--- src/rtl/fetch_unit_pkg.sv ---
// Shared constants for the instruction-fetch front end and its neighbours (decode, memory).
// Default widths, FIFO depth and reset PC live here so every block agrees on them.
package fetch_unit_pkg;

  localparam int DEF_ADDR_W   = 16;
  localparam int DEF_DATA_W   = 16;
  localparam int DEF_DEPTH    = 4;
  localparam int DEF_RESET_PC = 0;

  // Occupancy counters must represent 0..depth inclusive.
  function automatic int cnt_w(input int depth);
    return $clog2(depth + 1);
  endfunction

endpackage

--- src/rtl/fetch_unit_if.sv ---
// Fetch-unit boundary: instruction-memory port, redirect request and decode handshake.
// master = fetch unit, slave = the memory/decode/branch side around it.
interface fetch_unit_if
  import fetch_unit_pkg::*;
#(
  parameter int ADDR_W = DEF_ADDR_W,
  parameter int DATA_W = DEF_DATA_W
);
  logic [ADDR_W-1:0] i_addr;
  logic [DATA_W-1:0] i_bus;
  logic              redirect;
  logic [ADDR_W-1:0] redirect_pc;
  logic [DATA_W-1:0] inst;
  logic [ADDR_W-1:0] inst_pc;
  logic              inst_valid;
  logic              inst_ready;

  modport master (
    output i_addr, inst, inst_pc, inst_valid,
    input  i_bus, redirect, redirect_pc, inst_ready
  );

  modport slave (
    input  i_addr, inst, inst_pc, inst_valid,
    output i_bus, redirect, redirect_pc, inst_ready
  );
endinterface

--- src/rtl/fetch_unit_fifo.sv ---
// Synchronous FIFO holding {pc, word} pairs for the fetch unit.
// Head is shown combinationally (zero when empty); flush empties it in one edge.
module fetch_unit_fifo
  import fetch_unit_pkg::*;
#(
  parameter int WIDTH = DEF_ADDR_W + DEF_DATA_W,
  parameter int DEPTH = DEF_DEPTH,
  localparam int PTR_W = $clog2(DEPTH),
  localparam int CNT_W = cnt_w(DEPTH)
) (
  input  logic             clk,
  input  logic             rst,
  input  logic             push,
  input  logic             pop,
  input  logic             flush,
  input  logic [WIDTH-1:0] wdata,
  output logic [WIDTH-1:0] head,
  output logic [CNT_W-1:0] count
);

  logic [WIDTH-1:0] mem [DEPTH];
  logic [PTR_W-1:0] wr_ptr;
  logic [PTR_W-1:0] rd_ptr;
  logic             empty;
  logic             full;
  logic             do_pop;

  assign empty  = (count == '0);
  assign full   = (count == CNT_W'(DEPTH));
  assign do_pop = pop && !empty;
  assign head   = empty ? '0 : mem[rd_ptr];

  always_ff @(posedge clk) begin
    if (rst || flush) begin
      wr_ptr <= '0;
      rd_ptr <= '0;
      count  <= '0;
    end else begin
      if (push)   wr_ptr <= wr_ptr + 1'b1;
      if (do_pop) rd_ptr <= rd_ptr + 1'b1;
      count <= count + CNT_W'(push) - CNT_W'(do_pop);
    end
  end

  // NOTE: the storage array has no reset; the pointers and count alone define what is valid.
  always_ff @(posedge clk) begin
    if (push && !flush) mem[wr_ptr] <= wdata;
  end

  // The upstream issue rule reserves a slot for every in-flight read.
  no_overflow: assert property (@(posedge clk) disable iff (rst) !(push && !flush && full));

endmodule

--- src/rtl/fetch_unit.sv ---
// Instruction-fetch front end: owns the PC, issues one registered memory read per cycle,
// buffers returned words with their PCs, and flushes everything on a branch redirect.
module fetch_unit
  import fetch_unit_pkg::*;
#(
  parameter int              ADDR_W   = DEF_ADDR_W,
  parameter int              DATA_W   = DEF_DATA_W,
  parameter int              DEPTH    = DEF_DEPTH,
  parameter logic [ADDR_W-1:0] RESET_PC = ADDR_W'(DEF_RESET_PC)
) (
  input logic          clk,
  input logic          rst,
  fetch_unit_if.master bus
);

  localparam int CNT_W = cnt_w(DEPTH);

  logic [ADDR_W-1:0]        fetch_pc;
  logic [ADDR_W-1:0]        inflight_pc;
  logic                     inflight;
  logic [CNT_W-1:0]         count;
  logic                     issue;
  logic                     push;
  logic                     pop;
  logic [ADDR_W+DATA_W-1:0] head;

  // A pop in the same cycle is not credited, so buffered + in-flight never exceeds DEPTH.
  assign issue = !bus.redirect && ((count + CNT_W'(inflight)) < CNT_W'(DEPTH));
  assign push  = inflight && !bus.redirect;
  assign pop   = bus.inst_valid && bus.inst_ready && !bus.redirect;

  // NOTE: all state uses non-blocking assignments so every register samples pre-edge values.
  always_ff @(posedge clk) begin
    if (rst) begin
      fetch_pc    <= RESET_PC;
      inflight    <= 1'b0;
      inflight_pc <= '0;
    end else if (bus.redirect) begin
      fetch_pc <= bus.redirect_pc;
      inflight <= 1'b0;
    end else if (issue) begin
      inflight    <= 1'b1;
      inflight_pc <= fetch_pc;
      fetch_pc    <= fetch_pc + 1'b1;
    end else begin
      inflight <= 1'b0;
    end
  end

  fetch_unit_fifo #(
    .WIDTH (ADDR_W + DATA_W),
    .DEPTH (DEPTH)
  ) u_fifo (
    .clk   (clk),
    .rst   (rst),
    .push  (push),
    .pop   (pop),
    .flush (bus.redirect),
    .wdata ({inflight_pc, bus.i_bus}),
    .head  (head),
    .count (count)
  );

  assign bus.i_addr                = fetch_pc;
  assign bus.inst_valid            = (count != '0);
  assign {bus.inst_pc, bus.inst}   = head;

endmodule

--- src/flat_wrapper.sv ---
// flat-port wrapper written by rule: the top's interface ports become plain ports
module fetch_unit_flat import fetch_unit_pkg::*;
#(
  parameter int              ADDR_W   = DEF_ADDR_W,
  parameter int              DATA_W   = DEF_DATA_W,
  parameter int              DEPTH    = DEF_DEPTH,
  parameter logic [ADDR_W-1:0] RESET_PC = ADDR_W'(DEF_RESET_PC)
)
  (clk, rst, bus_i_addr, bus_inst, bus_inst_pc, bus_inst_valid, bus_i_bus, bus_redirect, bus_redirect_pc, bus_inst_ready);
  fetch_unit_if #(.ADDR_W(ADDR_W), .DATA_W(DATA_W)) bus_i ();
  input logic clk;
  input logic rst;
  output wire logic [$bits(bus_i.i_addr)-1:0] bus_i_addr;
  output wire logic [$bits(bus_i.inst)-1:0] bus_inst;
  output wire logic [$bits(bus_i.inst_pc)-1:0] bus_inst_pc;
  output wire logic [$bits(bus_i.inst_valid)-1:0] bus_inst_valid;
  input wire logic [$bits(bus_i.i_bus)-1:0] bus_i_bus;
  input wire logic [$bits(bus_i.redirect)-1:0] bus_redirect;
  input wire logic [$bits(bus_i.redirect_pc)-1:0] bus_redirect_pc;
  input wire logic [$bits(bus_i.inst_ready)-1:0] bus_inst_ready;
  assign bus_i_addr = bus_i.i_addr;
  assign bus_inst = bus_i.inst;
  assign bus_inst_pc = bus_i.inst_pc;
  assign bus_inst_valid = bus_i.inst_valid;
  assign bus_i.i_bus = bus_i_bus;
  assign bus_i.redirect = bus_redirect;
  assign bus_i.redirect_pc = bus_redirect_pc;
  assign bus_i.inst_ready = bus_inst_ready;
  fetch_unit #(.ADDR_W(ADDR_W), .DATA_W(DATA_W), .DEPTH(DEPTH), .RESET_PC(RESET_PC)) u_core (.clk(clk), .rst(rst), .bus(bus_i));
endmodule
--- config.mk ---
export PLATFORM = sky130hd
export DESIGN_NAME = fetch_unit_flat
export DESIGN_NICKNAME = d
export VERILOG_FILES = /design/src/rtl/fetch_unit_pkg.sv /design/src/rtl/fetch_unit_if.sv /design/src/rtl/fetch_unit_fifo.sv /design/src/rtl/fetch_unit.sv /design/src/flat_wrapper.sv
export SDC_FILE = /design/constraint.sdc
export NUM_CORES = 1
export LEC_CHECK = 0
export BUFFER_PORTS_ARGS = -buffer_cell sky130_fd_sc_hd__buf_2
export CORE_MARGIN = 10
export CORE_UTILIZATION = 45
export DETAILED_ROUTE_END_ITERATION = 12
export SYNTH_ARGS = -nofsm -noshare
export SYNTH_HDL_FRONTEND = slang
export SYNTH_HIERARCHICAL = 1
export SYNTH_SLANG_ARGS = --single-unit
--- constraint.sdc ---
create_clock -name clk -period 2.8 [get_ports clk]
set_input_delay 0.28 -clock clk [delete_from_list [all_inputs] [get_ports clk]]
set_output_delay 0.28 -clock clk [all_outputs]
set_load 0.01 [all_outputs]
# Word level (Yosys, flattened, before mapping)
# Memory sizes are Yosys's and may differ from the RTL's. A register that Yosys moved wholly into a read port is not among the register bits.
# Cells that the tools add are included.
# W data, S select, Z words.
[totals]
reg_bits = 40
latch_bits = 0
ramBits = 128
rom_bits = 0
input_bits = 36
out_inout_bits = 49
memories = 1
[memory_table]
columns = ["name", "depth", "width", "read_ports", "rd_clocked_by_memory_dff", "write_ports", "line_no", "source"]
rows = [
  ["u_core.u_fifo.mem", 4, 32, 1, 1, 1, "fetch_unit_fifo.sv:21", "logic [WIDTH-1:0] mem [DEPTH];"],
]
[op_classes]
n_addsub = 6
mul = 0
n_div = 0
magnitude_cmp = 1
eq_ne = 0
n_shift = 0
n_mux = 8
bitwise_logic = 1
n_reduce_logical = 14
[op_table]
columns = ["op", "count"]
rows = [
  ["$mux W16", 2],
  ["$mux W32", 1],
  ["$add A16 B1 Y16 const B", 1],
  ["$add A3 B1 Y3", 2],
  ["$logic_and A1 B1 Y1", 6],
  ["$add A2 B1 Y2 const B", 2],
  ["$mux W2", 2],
  ["$logic_not A3 Y1", 1],
  ["$lt A3 B3 Y1 const B", 1],
  ["$mux W1", 3],
  ["$reduce_bool A3 Y1", 1],
  ["$sub A3 B1 Y3", 1],
  ["$logic_not A1 Y1", 2],
  ["$reduce_and A2 Y1", 1],
  ["$reduce_bool A2 Y1", 1],
  ["$reduce_or A2 Y1", 1],
  ["$logic_or A1 B1 Y1", 1],
  ["$not A1 Y1", 1],
]

# Longest topological paths before layout
# Gate-level depths: netlist of run 1.
[depth]
ltp_word = 6
mapped_depth = 12
depth_no_buf = 10

# Hierarchy
# Netlist of run 1, hierarchy kept.
[modules_own_cells]
columns = ["mod", "instances", "cells_each", "area_per_inst_um2"]
rows = [
  ["fetch_unit_fifo", 1, 248, 5353.9],
  ["fetch_unit", 1, 196, 1605.3],
]

# Least setup slack after synthesis of run 1
# Ideal clock, no wire load.
[synth_timing]
path_kind = "in2reg"
startpoint = "in bus_redirect"
endpoint = "reg u_core.u_fifo.count[2]"
setup_time_ns = 0.132
arrival_time_ns = 2.283
t_required_ns = 2.668
setup_slack_ns = 0.386
path_stages = 12
path_buffers = 2
cell_sequence = "inv_1 > clkbuf_1 > clkbuf_1 > and3_1 > o31a_1 > ha_1 > inv_1 > ha_1 > inv_1 > fa_1 > xnor3_1 > nor3_1"
[synth_via]
elab_chain_cells = 4
word_cells_on_any_way = 7
[synth_lines]
columns = ["element", "line_no", "source"]
rows = [
  ["start, declared", "flat_wrapper.sv:18", "input wire logic [$bits(bus_i.redirect)-1:0] bus_redirect;"],
  ["$logic_not A1 Y1", "fetch_unit.sv:30", "assign pop = bus.inst_valid && bus.inst_ready && !bus.redirect;"],
  ["$logic_and A1 B1 Y1", "fetch_unit.sv:30", ""],
  ["named net u_core.pop", "fetch_unit.sv:24", "logic pop;"],
  ["$logic_and A1 B1 Y1", "fetch_unit_fifo.sv:30", "assign do_pop = pop && !empty;"],
  ["named net u_core.u_fifo.do_pop", "fetch_unit_fifo.sv:26", "logic do_pop;"],
  ["$sub A3 B1 Y3", "fetch_unit_fifo.sv:41", "count <= count + CNT_W'(push) - CNT_W'(do_pop);"],
  ["end signal, assigned", "fetch_unit_fifo.sv:41", ""],
  ["end, declared", "fetch_unit_fifo.sv:18", "output logic [CNT_W-1:0] count"],
]
# The timed path passes the listed nets, and every way through them passes these cells.
# A chain may end at the register's enable or synchronous reset.

# Worst setup path in the final report of run 1
[layout_timing]
startpoint = "reg u_core.u_fifo.count[2]"
endpoint = "reg u_core.u_fifo.count[2]"
[layout_via]
elab_chain_cells = 5
word_cells_on_any_way = 8
[layout_lines]
columns = ["element", "line_no", "source"]
rows = [
  ["$reduce_bool A3 Y1", "fetch_unit.sv:65", "assign bus.inst_valid = (count != '0);"],
  ["$logic_and A1 B1 Y1 (2 in series)", "fetch_unit.sv:30", ""],
  ["named net u_core.pop", "fetch_unit.sv:24", ""],
  ["$logic_and A1 B1 Y1", "fetch_unit_fifo.sv:30", ""],
  ["named net u_core.u_fifo.do_pop", "fetch_unit_fifo.sv:26", ""],
  ["$sub A3 B1 Y3", "fetch_unit_fifo.sv:41", ""],
]
# The timed path passes the listed nets, and every way through them passes these cells.

==> summary.txt, run 1 <==
Clocking
  – Post-CTS setup buffers: 0
  – CTS tree: done
  – Worst-path clk slew: 60 ps
  – # hold bufs at CTS: 0
  – # clock sinks: 170
  – CTS Buf Count: 17
  – Worst-skew pair later-pin latency: approximately 420 ps
  – Post-CTS resize count: 0
  – Root Driver: clkbuf_16
  – H-tree depth: 4
  – Clk buf depth: 2

Placement
  – DP Wirelength: 8.86 mm
  – Inst Count DP: between 600 and 700
  – Port bufs: 84
  – Post-Place Worst Slack: 375 ps
  – Gp weighted congestion: 0.768

Min path
  – Hold Crit Class: in2reg

Die
  – Die ar.: 20800 um^2
  – Total core area: 15200 um^2
  – Rows: 45
  – Die width: 144 um
  – Starting Density: 0.458
  – Die height: 144 um
  – I/O pins: 85

Global route
  – First-pass GRT wire length: 22.1 mm
  – Grt total ovfl: 0
  – Total track usage: 0.138
  – Initial antenna violation count: 0
  – Vias in the first global route: 4146
  – Pin count of the biggest net entering global routing: 47

Timing
  – Total negative slack: 0 ps
  – Fin worst setup slack: ~360 ps
  – Unrepaired setup endpoints after global routing: false
  – Slew Viols, Final: 0
  – Worst slew pin tran: about 930 ps
  – Layout Skew: 6.74 ps
  – Final setup fails: 0
  – Clock period minus final worst setup slack: 2440 ps
  – Fin. Hold Viols: 0
  – Relative slew slack: 0.380
  – Max frequency: 0.409 GHz
  – Period utilization: 0.873

Logic synthesis
  – Synthesized instance count: 444
  – Yosys warns: 6
  – Syn Area/Cell: 15.7 um^2
  – Yosys cell types: 46
  – Synth area leaders: edfxtp_1 (55%), dfxtp_1 (12%), mux4_2 (9.7%)
  – Synth top area share: 0.552
  – Top post-synthesis cells by count: edfxtp_1 (128), dfxtp_1 (42), and2_1 (36)
  – Ys async rst share: 0
  – Area of the mapped netlist: 6960 um^2
  – Synthesized flop and latch total: 170
  – Net Count, Synth: 488
  – Sequential area share after synthesis: 0.673
  – Largest area contributor in the netlist: edfxtp_1
  – Top-count cell post-synth: edfxtp_1
  – Ys flop type: edfxtp_1
  – Number of synthesized flops with an enable pin: around 130

Critical path
  – WP data required: 3070 ps
  – CP Class: reg2reg
  – Startpoint types: flop
  – CP endpoint kind: flop
  – CP arrival: between 2000 and 3000 ps
  – Worst Path Max Fanout: 11

Pwr
  – Part of the power in registers: 0.536
  – Logic pwr share: 0.035
  – Leakage Power: 2.87 nW
  – Internal Power: about 0.0042 W
  – Final Power: slightly above 0.005 W
  – Power density cells: about 640 nW/um^2
  – Sw Pwr: between 0.001 and 0.0015 W
  – Clock Power Share: 0.429
  – Worst vdd ir: 0.438 mV
  – Sw Share: 0.193

Route
  – Via count: 3983
  – Wire per inst: 18.6 um
  – Final ANT Viol Nets: 0
  – Routed Wire Length: between 10 and 15 mm
  – DRC viols: 0
  – First DRT Iteration DRCs: 225
  – DR pass1 iterations: 4
  – Via density: 5.48

Final layout
  – Fillcell total: 1250
  – # diodes: 0
  – Layout Cells excl Fill: 727
  – Footprint of the multi-input gates: 2050 um^2
  – Share of cells above drive strength 1: 0.297
  – Reg area: around 4700 um^2
  – Syn-to-layout area delta: 17.0%
  – NumNets Final: 572

Run
  – Number of max-cap violations: 0

Run status
  – Status: complete, no violations
## cell type report
type / instances / area share
flip-flops and latches: 170 / 0.575
repair buffers: 96 / 0.0704
inverters: 10 / 0.00461
clock buffers: 19 / 0.0532
multi-input cells: 233 / 0.252
clock inverters: 11 / 0.0158
well taps: 188 / 0.0289
## metrics by stage
| stage | utilization | hold WS (ps) | area [um^2] |
|---|---|---|---|
| after floorplan | - | 379 | 6960 |
| after CTS | 0.536 | 56.6 | 8140 |
| after detailed placement | 0.499 | 484 | 7580 |
| after global placement | 0.499 | 477 | 7580 |
| after global routing | 0.536 | 72.0 | 8140 |
| final | 0.536 | 77.1 | 8140 |
## state kept, by name, summed over array words and instances, names as in the netlist, named ones only
signal	count
u_core/bus.i_addr	16
u_core/inflight	1
u_core/inflight_pc	16
u_core/u_fifo/count	3
u_core/u_fifo/mem	128
u_core/u_fifo/rd_ptr	2
u_core/u_fifo/wr_ptr	2
## per-layer routing
| metal | up-vias | track usage | share of wire |
|---|---|---|---|
| li1 | 1896 | - | - |
| met5 | - | 0 | 0 |
| met3 | 13 | 0.0485 | 0.074 |
| met2 | 105 | 0.217 | 0.47 |
| met4 | 0 | 0.0457 | 0.012 |
| met1 | 1969 | 0.173 | 0.44 |
## critical path, stage by stage (launching register included)
cell and delay [ps]:
dfxtp_1 420, or3_1 380, and3_1 200, o31a_1 140, ha_1 290, inv_1 60
ha_1 130, inv_1 50, fa_1 360, xnor3_1 220, nor3_1 40
## path summary, 6_finish.rpt
kind                                                     startpoint                            endpoint  slack, ps  cells past startpoint
worst max-delay path              u_core/u_fifo/count[2]$_SDFF_PP0_   u_core/u_fifo/count[2]$_SDFF_PP0_        360                     10
worst min register to register  u_core/inflight_pc[14]$_SDFFE_PP0P_  u_core/u_fifo/mem[2][30]$_DFFE_PP_        500                      0
worst max register to register    u_core/u_fifo/count[2]$_SDFF_PP0_   u_core/u_fifo/count[2]$_SDFF_PP0_        360                     10
worst min-delay path                                  bus_i_bus[10]  u_core/u_fifo/mem[1][10]$_DFFE_PP_         80                      1
## power groups by stage
stage	clock network [W]	logic (W)	registers, W
after floorplan	0	0.0000960	0.00283
after global placement	0	0.000181	0.00283
after detailed placement	0	0.000186	0.00284
after CTS	0.00228	0.000186	0.00278
after global routing	0.00238	0.000208	0.00279
final	0.00223	0.000183	0.00278
## cells in the final DEF (no fill, tap or decap), types with 5 or more instances in the layout
master and instances:
a311oi_1 12, nand3_1 21, buf_12 5, or3_1 6, o21ai_0 20, nor3_1 8, and2_1 32, buf_4 7
a21oi_1 16, ha_1 7, dfxtp_1 41, buf_2 84, edfxtp_1 128, o31ai_1 7, or4_1 7, mux4_2 30
clkbuf_16 17, inv_1 10, nor2_1 17, clkinv_1 6, nand2_1 8
## logic make-up after synthesis
logic type,synth area share
flip-flops,0.673
AND/OR/NAND/NOR,0.0951
AO/OA/AOI/OAI,0.0590
buffers and inverters,0.0331
multiplexers,0.115
adder cells (fa/ha/maj),0.0155
XOR/XNOR,0.00953
No activity file was read; power rests on OpenSTA's default activity.
==> inputs of run 2 (changes only) <==
--- a/config.mk
+++ b/config.mk
@@ -6,9 +6,13 @@
 export NUM_CORES = 1
 export LEC_CHECK = 0
 export BUFFER_PORTS_ARGS = -buffer_cell sky130_fd_sc_hd__buf_2
+export CELL_PAD_IN_SITES_DETAIL_PLACEMENT = 0
+export CELL_PAD_IN_SITES_GLOBAL_PLACEMENT = 1
 export CORE_MARGIN = 10
 export CORE_UTILIZATION = 45
 export DETAILED_ROUTE_END_ITERATION = 12
+export MAX_ROUTING_LAYER = met4
+export PLACE_DENSITY_LB_ADDON = 0.1
 export SYNTH_ARGS = -nofsm -noshare
 export SYNTH_HDL_FRONTEND = slang
 export SYNTH_HIERARCHICAL = 1
==> summary.txt, run 2 (same netlist as run 1, synthesis figures left out) <==
Min path
  – Hold Startpoint: bus_i_bus[14]
  – Hold Crit Class: in2reg
  – Hold Path End: u_core/u_fifo/mem[3][14]$_DFFE_PP_
  – Worst hold stages: 1 (unchanged)

Clocking
  – Root Driver: clkbuf_16
  – Clk buf depth: 2 (unchanged)
  – # hold bufs at CTS: 0 (unchanged)
  – Post-CTS setup buffers: 0 (unchanged)
  – CTS tree: done
  – CTS Buf Count: 17 (unchanged)
  – # clock sinks: 170 (unchanged)
  – Worst-skew pair later-pin latency: 420 ps (about the same)
  – Post-CTS resize count: 0 (unchanged)
  – Worst-path clk slew: 60 ps (about the same)
  – H-tree depth: 4 (unchanged)

Global route
  – Grt total ovfl: 0 (unchanged)
  – Pin count of the biggest net entering global routing: 47 (unchanged)
  – Vias in the first global route: 4055 (-2.2%)
  – Total track usage: 0.144 (+0.00612)
  – First-pass GRT wire length: 22.1 mm (about the same)
  – Initial antenna violation count: 0 (unchanged)

Final layout
  – Post-route core utilization: 0.536 (about the same)
  – Top reg by flops: u_core/u_fifo/mem
  – Syn-to-layout area delta: 17.0% (about the same)
  – Fin area: 8140 um^2 (about the same)
  – Most frequent cells in the layout: edfxtp_1 (128), buf_2 (84), dfxtp_1 (41), and2_1 (36), mux4_2 (30)
  – # diodes: 0 (unchanged)
  – NumNets Final: 573 (+0.17%)
  – Largest register FFs: 128 (unchanged)
  – Most common cell after layout, fill and taps aside: edfxtp_1
  – Layout Cells excl Fill: 730 (+0.41%)
  – Share of cells above drive strength 1: 0.299 (+0.00205)

Route
  – Via density: 5.48 (about the same)
  – First DRT Iteration DRCs: 247 (+9.8%)
  – Wire per inst: 19.1 um (+3.0%)
  – DRC viols: 0 (unchanged)
  – Via count: 4001 (+0.45%)
  – Final ANT Viol Nets: 0 (unchanged)
  – DR pass1 iterations: 4 (unchanged)
  – Routed Wire Length: 14.0 mm (+3.4%)

Timing
  – Total negative slack: 0 ps (unchanged)
  – Period utilization: 0.904 (+0.0306)
  – Relative slew slack: 0.410 (+0.0300)
  – Worst slew pin tran: 885 ps (-45.0 ps)
  – Fin. Hold Viols: 0 (unchanged)
  – Clock period minus final worst setup slack: 2530 ps (+85.7 ps)
  – Max frequency: 0.395 GHz (-3.4%)
  – Layout Skew: 9.09 ps (+2.35 ps)
  – Slew Viols, Final: 0 (unchanged)
  – Final setup fails: 0 (unchanged)
  – Unrepaired setup endpoints after global routing: false

Pwr
  – Leakage Power: 2.86 nW (-0.31%)
  – Clock Power Share: 0.427 (-0.002)
  – Worst vdd ir: 0.407 mV (-7.1%)
  – Sw Pwr: 0.00107 W (+6.3%)
  – Logic pwr share: 0.036 (about the same)
  – Internal Power: 0.00412 W (-1.7%)
  – Part of the power in registers: 0.537 (about the same)
  – Final Power: 0.00519 W (-0.20%)
  – Sw Share: 0.206 (+0.0125)
  – Power density cells: 637 nW/um^2 (-0.22%)

Critical path
  – Crit-path cells: buf_4 -> mux4_2 -> and2_1 -> buf_2
  – Startpoint types: flop
  – CP Class: reg2out
  – CP arrival: 2250 ps (-470 ps)
  – CP max stage delay: 640 ps (+220 ps)
  – Slowest-stage cell, CP: dfxtp_2
  – WP data required: 2520 ps (-550 ps)
  – CP endpoint kind: output port
  – Reg-to-reg endpoint: u_core/u_fifo/count[2]$_SDFF_PP0_
  – Setup slack, reg-to-reg: 410 ps (+50 ps)
  – Reg2Reg Depth: 10 (unchanged)
  – Worst r2r src: u_core/u_fifo/count[2]$_SDFF_PP0_
  – Worst Path Max Fanout: 13 (+2)

Die
  – Die height: 144 um (unchanged)
  – Die ar.: 20800 um^2 (unchanged)
  – Total core area: 15200 um^2 (unchanged)
  – Die width: 144 um (unchanged)
  – Starting Density: 0.458 (unchanged)
  – I/O pins: 85 (unchanged)
  – Rows: 45 (unchanged)

Placement
  – Port bufs: 84 (unchanged)
  – DP Wirelength: 8.86 mm (about the same)
  – Post-placement cell area: 7580 um^2 (about the same)
  – Inst Count DP: 698 (+0.14%)
  – Gp weighted congestion: 0.772 (+0.61%)

Run status
  – Status: complete, no violations

Run
  – Number of max-cap violations: 0 (unchanged)
-- run 2: cell count changes in the layout (fill, tap and decap cells not counted) --
| cell | change |
|---|---|
| and2_1 | +4 |
| and2_2 | -4 |
| clkinvlp_4 | +4 |
| clkinv_1 | -3 |
| clkinv_2 | +2 |
| buf_4 | +1 |
| bufinv_16 | -1 |
-- run 2: area by class of cell --
cell class                 count  area (um^2)
tap                          188          235
timing repair buffer          97          581
fill                        1271         7060
multi-input combinational    233         2040
clock inverter                13          128
sequential                   170         4690
clock buffer                  19          433
inverter                      10         37.5
-- run 2: worst max-delay path by stage --
stage                                           start  slack, ps  depth (start not counted)                                end
CTS                                              flop        190                          4                        bus_inst[3]
global route                                     flop        100                          4                        bus_inst[3]
global placement    u_core/u_fifo/count[2]$_SDFF_PP0_        510                         10  u_core/u_fifo/count[2]$_SDFF_PP0_
detailed placement  u_core/u_fifo/count[2]$_SDFF_PP0_        440                         10  u_core/u_fifo/count[2]$_SDFF_PP0_
finish                                           flop        270                          4                        bus_inst[3]
floorplan                                bus_redirect        390                         12  u_core/u_fifo/count[2]$_SDFF_PP0_
-- run 2: power groups by stage --
stage               Sequential (W)  Clock (W)  Combinational (W)
finish                     0.00278    0.00222           0.000185
global route               0.00279    0.00237           0.000208
CTS                        0.00279    0.00226           0.000189
detailed placement         0.00284          0           0.000189
global placement           0.00284          0           0.000184
floorplan                  0.00283          0          0.0000960
-- run 2: metrics by stage --
| stage | hold WS (ps) | setup slack, ps |
|---|---|---|
| 5_1_grt | 61.5 | 100 |
| 3_3_place_gp | 467 | 509 |
| 2_1_floorplan | 379 | 386 |
| 3_5_place_dp | 493 | 438 |
| 6_report | 78.0 | 270 |
| 4_1_cts | 59.0 | 188 |
-- run 2: critical path: cells and delay by family (launching register included) --
| family | cells | cell delay (ps) |
|---|---|---|
| mux | 1 | 520 |
| flops | 1 | 640 |
| buf+inv | 2 | 480 |
| simple gates | 1 | 180 |
-- run 2: metal layers --
| layer | part of all wire | GRT usage | vias to the layer above |
|---|---|---|---|
| met4 | 0.0090 | 0.0495 | 0 |
| met2 | 0.47 | 0.219 | 90 |
| met3 | 0.042 | 0.0417 | 7 |
| met5 | 0 | - | - |
| met1 | 0.48 | 0.181 | 2004 |
| li1 | - | - | 1900 |
